**config.mk**
```make
export PLATFORM = sky130hd
export DESIGN_NAME = multi_clock_gen_flat
export DESIGN_NICKNAME = d
export VERILOG_FILES = /design/src/rtl/multi_clock_gen_if.sv /design/src/rtl/multi_clock_gen.sv /design/src/flat_wrapper.sv
export SDC_FILE = /design/constraint.sdc
export NUM_CORES = 1
export LEC_CHECK = 0
export ABC_AREA = 1
export BUFFER_PORTS_ARGS = -buffer_cell sky130_fd_sc_hd__buf_2
export CORE_ASPECT_RATIO = 1.75
export CORE_UTILIZATION = 60
export CTS_BUF_LIST = sky130_fd_sc_hd__clkbuf_8
export CTS_CLUSTER_DIAMETER = 150
export DETAILED_ROUTE_END_ITERATION = 10
export GPL_TIMING_DRIVEN = 0
export PLACE_DENSITY = 0.8
export SYNTH_ARGS = -nofsm -noshare
export SYNTH_HDL_FRONTEND = slang
export SYNTH_SLANG_ARGS = --single-unit
export TNS_END_PERCENT = 5
```
**constraint.sdc**
```tcl
create_clock -name clock -period 2.2 [get_ports clock]
set_clock_uncertainty 0.15 [all_clocks]
set_input_delay 0.22 -clock clock [delete_from_list [all_inputs] [get_ports clock]]
set_output_delay 0.22 -clock clock [all_outputs]
set_load 0.1 [all_outputs]
```
**src/rtl/multi_clock_gen_if.sv**
```systemverilog
// Configuration write channel for multi_clock_gen: a valid/ready handshake
// carrying the target channel, divide, phase and enable fields.
interface multi_clock_gen_if #(
    parameter int CH_W  = 2,
    parameter int DIV_W = 4
);
    logic             cfg_valid;
    logic             cfg_ready;
    logic [CH_W-1:0]  cfg_ch;
    logic [DIV_W-1:0] cfg_div;
    logic [DIV_W-1:0] cfg_phase;
    logic             cfg_en;

    modport master (
        output cfg_valid, cfg_ch, cfg_div, cfg_phase, cfg_en,
        input  cfg_ready
    );

    modport slave (
        input  cfg_valid, cfg_ch, cfg_div, cfg_phase, cfg_en,
        output cfg_ready
    );
endinterface

```
**src/rtl/multi_clock_gen.sv**
```systemverilog
// Bank of independent divided clocks driven from one master clock. New
// settings wait in a shadow copy and only take over at a period boundary.
module multi_clock_gen #(
    parameter int NUM_CH = 4,
    parameter int DIV_W  = 4,
    parameter int CH_W   = 2
) (
    input  logic              clock,
    input  logic              reset,
    multi_clock_gen_if.slave  cfg,
    output logic [NUM_CH-1:0] clk_out,
    output logic [NUM_CH-1:0] tick,
    output logic [NUM_CH-1:0] busy
);

    logic [DIV_W-1:0] r_div     [NUM_CH];
    logic [DIV_W-1:0] r_cnt     [NUM_CH];
    logic [DIV_W-1:0] r_shDiv   [NUM_CH];
    logic [DIV_W-1:0] r_shPhase [NUM_CH];
    logic [NUM_CH-1:0] r_en;
    logic [NUM_CH-1:0] r_shEn;
    logic [NUM_CH-1:0] r_pend;
    logic [NUM_CH-1:0] r_clkOut;
    logic [NUM_CH-1:0] r_tick;

    logic              w_pendSel;
    logic [NUM_CH-1:0] w_wrEn;
    logic [NUM_CH-1:0] w_apply;
    logic [NUM_CH-1:0] w_atLimit;
    logic [DIV_W-1:0]  w_loadCnt [NUM_CH];

    // Out-of-range channel numbers match no channel, so they read as ready.
    always_comb begin
        w_pendSel = 1'b0;
        for (int i = 0; i < NUM_CH; i++) begin
            if (cfg.cfg_ch == CH_W'(i)) begin
                w_pendSel = r_pend[i];
            end
        end
    end

    assign cfg.cfg_ready = ~w_pendSel;

    always_comb begin
        for (int i = 0; i < NUM_CH; i++) begin
            w_wrEn[i]    = cfg.cfg_valid && cfg.cfg_ready && (cfg.cfg_ch == CH_W'(i));
            w_atLimit[i] = (r_cnt[i] == r_div[i]);
            // A running channel swaps only on its falling edge so no phase is cut short.
            w_apply[i]   = r_pend[i] && (!r_en[i] || (w_atLimit[i] && r_clkOut[i]));
            w_loadCnt[i] = (r_shPhase[i] < r_shDiv[i]) ? r_shPhase[i] : r_shDiv[i];
        end
    end

    always_ff @(posedge clock) begin
        if (!reset) begin
            for (int i = 0; i < NUM_CH; i++) begin
                r_div[i]     <= '0;
                r_cnt[i]     <= '0;
                r_shDiv[i]   <= '0;
                r_shPhase[i] <= '0;
                r_en[i]      <= 1'b1;
                r_shEn[i]    <= 1'b0;
                r_pend[i]    <= 1'b0;
                r_clkOut[i]  <= 1'b0;
                r_tick[i]    <= 1'b0;
            end
        end else begin
            for (int i = 0; i < NUM_CH; i++) begin
                if (w_apply[i]) begin
                    r_div[i]    <= r_shDiv[i];
                    r_en[i]     <= r_shEn[i];
                    r_cnt[i]    <= w_loadCnt[i];
                    r_clkOut[i] <= 1'b0;
                    r_tick[i]   <= 1'b0;
                end else if (!r_en[i]) begin
                    r_cnt[i]    <= '0;
                    r_clkOut[i] <= 1'b0;
                    r_tick[i]   <= 1'b0;
                end else if (w_atLimit[i]) begin
                    r_cnt[i]    <= '0;
                    r_clkOut[i] <= ~r_clkOut[i];
                    r_tick[i]   <= ~r_clkOut[i];
                end else begin
                    r_cnt[i]    <= r_cnt[i] + DIV_W'(1);
                    r_tick[i]   <= 1'b0;
                end

                // A write cannot coincide with an apply: ready is low while pending.
                if (w_wrEn[i]) begin
                    r_shDiv[i]   <= cfg.cfg_div;
                    r_shPhase[i] <= cfg.cfg_phase;
                    r_shEn[i]    <= cfg.cfg_en;
                    r_pend[i]    <= 1'b1;
                end else if (w_apply[i]) begin
                    r_pend[i]    <= 1'b0;
                end
            end
        end
    end

    assign clk_out = r_clkOut;
    assign tick    = r_tick;
    assign busy    = r_pend;

endmodule

```
**src/flat_wrapper.sv**
```systemverilog
// flat-port wrapper written by rule: the top's interface ports become plain ports
module multi_clock_gen_flat 
#(
    parameter int NUM_CH = 4,
    parameter int DIV_W  = 4,
    parameter int CH_W   = 2
)
  (clock, reset, clk_out, tick, busy, cfg_cfg_valid, cfg_cfg_ch, cfg_cfg_div, cfg_cfg_phase, cfg_cfg_en, cfg_cfg_ready);
  multi_clock_gen_if #(.CH_W(CH_W), .DIV_W(DIV_W)) cfg_i ();
  input  logic clock;
  input  logic reset;
  output logic [NUM_CH-1:0] clk_out;
  output logic [NUM_CH-1:0] tick;
  output logic [NUM_CH-1:0] busy;
  input wire logic [$bits(cfg_i.cfg_valid)-1:0] cfg_cfg_valid;
  input wire logic [$bits(cfg_i.cfg_ch)-1:0] cfg_cfg_ch;
  input wire logic [$bits(cfg_i.cfg_div)-1:0] cfg_cfg_div;
  input wire logic [$bits(cfg_i.cfg_phase)-1:0] cfg_cfg_phase;
  input wire logic [$bits(cfg_i.cfg_en)-1:0] cfg_cfg_en;
  output wire logic [$bits(cfg_i.cfg_ready)-1:0] cfg_cfg_ready;
  assign cfg_i.cfg_valid = cfg_cfg_valid;
  assign cfg_i.cfg_ch = cfg_cfg_ch;
  assign cfg_i.cfg_div = cfg_cfg_div;
  assign cfg_i.cfg_phase = cfg_cfg_phase;
  assign cfg_i.cfg_en = cfg_cfg_en;
  assign cfg_cfg_ready = cfg_i.cfg_ready;
  multi_clock_gen #(.NUM_CH(NUM_CH), .DIV_W(DIV_W), .CH_W(CH_W)) u_core (.clock(clock), .reset(reset), .cfg(cfg_i), .clk_out(clk_out), .tick(tick), .busy(busy));
endmodule
```
==> summary.txt <==
Routing
  • Drt via density: 5.12
  • Post-DR wirelength/cell: 12.7 um
  • Vias post-DR: 3315
  • Post-DRT Antenna Nets: 0
  • Overall routed net length: 8240 um
  • Drt initial violations: 197
  • Router iterations before antenna repair: 4
  • DRC: 0

STA
  • Final setup fails: 0
  • Peak Freq: 490 MHz
  • RSZ-0062 raised after global routing: false
  • Tcrit/Tclk final: 92.7%
  • Fin. Hold Viols: 0
  • Minimum clock period: 2.04 ns
  • Slew margin rel.: 48.2%
  • Final max-slew violation count: 0
  • Worst-margin pin slew: 0.777 ns

Floorplanning
  • Core Area: 6910 um^2
  • # rows: 40
  • Starting Density: 62.9%
  • Top-Level Pins: 27
  • Die Footprint: 7600 um^2
  • Chip Height: 115 um
  • Die Span X: 66.3 um

Synth
  • Number of synthesized flops with an enable pin: 64
  • Unique masters post-synth: 30
  • Cell with the most instances after synthesis: nand2_1
  • Post-synth top area share: 44.3%
  • Synthesized area: 4340 um^2
  • Synth area leader: edfxtp_1
  • Mean post-synth cell area: 8.55 um^2
  • Synth warn: 0
  • Post-synth top cells: 130 x nand2_1, 83 x nor2_1, 78 x inv_1, 64 x edfxtp_1, 42 x nand3_1
  • Top FF cell, synth: edfxtp_1
  • Post-synthesis cell count: 508
  • Register area share after synthesis: 53.5%
  • Yosys reg bits: 84
  • Top post-synthesis cells by area: edfxtp_1 44%, nand2_1 11%, dfxtp_1 9.2%
  • Ys async rst share: 0%

Clock tree
  • Root Buffer: clkbuf_8
  • Clock transition at path regs: 0.08 ns
  • Sink Count: 84
  • Clock Latency Late Sink: 0.34 ns
  • CTS H-tree depth: 3
  • Hold_buf cts: 0
  • Cts bufs inserted: 9
  • CTS tree: built
  • Max Root-Sink Buffers: 2

GRT
  • Remaining Overflow, GRT: 0
  • Global route hottest layer: met2
  • Largest net degree at the start of global routing: 13
  • GRT met2 Usage: 42.8%
  • Initial antenna violation count: 0
  • M3 GR Usage: 5.18%
  • Vias in the first global route: 3140
  • M1 GR Usage: 25.6%
  • First-pass GRT wire length: 13200 um
  • GR Util All Layers: 23.9%

Setup path
  • Reg2reg path depth: 7
  • WP data required: 2.25 ns
  • Worst Setup SP: u_core.r_shPhase[0][11]$_SDFFCE_PN0P_
  • Crit Reg-Reg Endpoint: u_core.r_cnt[2][0]$_SDFFCE_PN0P_
  • Worst reg2reg setup slack: 0.16 ns
  • Worst EP arrival: 2.09 ns
  • Startpoint Class: flip-flop
  • Crit. End Element: flip-flop
  • Critical path type: reg -> reg
  • R2R Path Start: u_core.r_shPhase[0][11]$_SDFFCE_PN0P_
  • Crit path max fanout: 6

Final layout
  • Antenna Cells: 0
  • Post-route insts no fill: 648
  • Number of fill cells: 534
  • Layout net count: 590
  • Area grow syn2layout: 11.9%
  • Share of cells above drive strength 1: 11.5%
  • Core Util, Final: 70.3%

Place
  • Post-detail-place hpwl: 6290 um
  • Placed cells: 633
  • GP Congestion: 0.886
  • Port-buffer cells: 26

Outcome
  • Status: completed

Worst hold path
  • WHS Path Cells: 3
  • Hold Path Sink: u_core.r_shEn[2]$_SDFFE_PN0P_
  • Hold_sp: cfg_cfg_en
  • Hold Path Class: in -> reg

Power
  • Peak VDD IR: 544 uV
  • Leakage: 2.35 nW
  • Power per Cell Area: 676 nW/um^2
  • Pwr Total: 0.00329 W

Job
  • # Max-Cap Violations: 0
-- repair_timing --
action	in CTS	in global routing
resized for setup	0	1
endpoints found under the setup margin	0	3
setup buffers	0	0
-- per-stage QoR --
stage | hold slack, ns | setup TNS (ns) | area (um^2) | setup slack, ns
CTS | 0.0631 | 0 | 4860 | 0.0976
floorplan | 0.279 | -0.351 | 4480 | -0.0145
finish | 0.0734 | 0 | 4860 | 0.160
global route | 0.0796 | 0 | 4860 | 0.0160
global placement | 0.301 | 0 | 4710 | 0.166
detailed placement | 0.312 | 0 | 4710 | 0.126
-- cells in the final DEF (no fill, tap or decap), types with 5 or more instances in the layout --
master    instances
conb_1           16
inv_1            83
nand3_1          41
nand2_4           5
dfxtp_1          16
o21ai_0          13
buf_2            27
nand2_2           7
clkbuf_8          9
edfxtp_1         64
nor2_1           83
xor2_1           11
ha_1             16
nand2_1         119
a21oi_1          20
-- power by group --
group / internal (W) / total (W) / switching, W
clock: 0.000380 / 0.000868 / 0.000488
combinational: 0.000163 / 0.000554 / 0.000392
sequential: 0.00180 / 0.00186 / 0.0000647
total: 0.00234 / 0.00329 / 0.000944
-- registers in the layout, indices dropped and copies added (netlist names) --
register	count
u_core.r_shDiv	16
u_core.r_cnt	16
u_core.r_div	16
u_core.clk_out	4
u_core.r_en	4
u_core.tick	4
u_core.r_shPhase	16
u_core.r_shEn	4
u_core.busy	4
-- final cells by class --
class | instances | area (um^2) | area share (%)
plain buffers | 5 | 40.0 | 0.824
inverters | 78 | 293 | 6.03
flip-flops and latches | 84 | 2330 | 48.1
well taps | 84 | 105 | 2.16
clock inverters | 6 | 22.5 | 0.464
clock buffers | 9 | 124 | 2.55
repair buffers | 26 | 130 | 2.68
multi-input cells | 356 | 1810 | 37.2
-- critical path: stages, from the launching register on --
cell and delay, ns:
edfxtp_1 0.41, ha_1 0.34, a21oi_1 0.36, a21boi_1 0.30, nor2_1 0.07, nor2_1 0.10
nand2_1 0.06, a21oi_1 0.11
-- worst max-delay path by stage --
| stage | depth (start not counted) | endpoint |
|---|---|---|
| floorplan | 7 | u_core.r_shDiv[0][10]$_SDFFCE_PN0P_ |
| global placement | 7 | u_core.r_cnt[2][1]$_SDFFCE_PN0P_ |
| detailed placement | 7 | u_core.r_cnt[2][1]$_SDFFCE_PN0P_ |
| CTS | 7 | u_core.r_cnt[2][1]$_SDFFCE_PN0P_ |
| global route | 7 | u_core.r_cnt[2][0]$_SDFFCE_PN0P_ |
| finish | 7 | u_core.r_cnt[2][0]$_SDFFCE_PN0P_ |
-- cell families (layout without fill, tap and decap cells) --
family / Yosys count / in the layout / synth area share (%)
xor+xnor: 13 / 13 / 2.62
fa+ha+maj: 16 / 16 / 4.61
other cells: 1 / 16 / 0.0863
compound gates: 40 / 40 / 4.93
flops: 84 / 84 / 53.5
buf+inv: 83 / 124 / 7.66
simple gates: 271 / 271 / 26.6
-- layer usage --
metal | share of wire [%] | wire (um)
met4 | 3.2 | 263
met3 | 4.7 | 391
met5 | 0 | 0
met2 | 54 | 4470
met1 | 38 | 3120
Power figures use the tool's default switching activity.
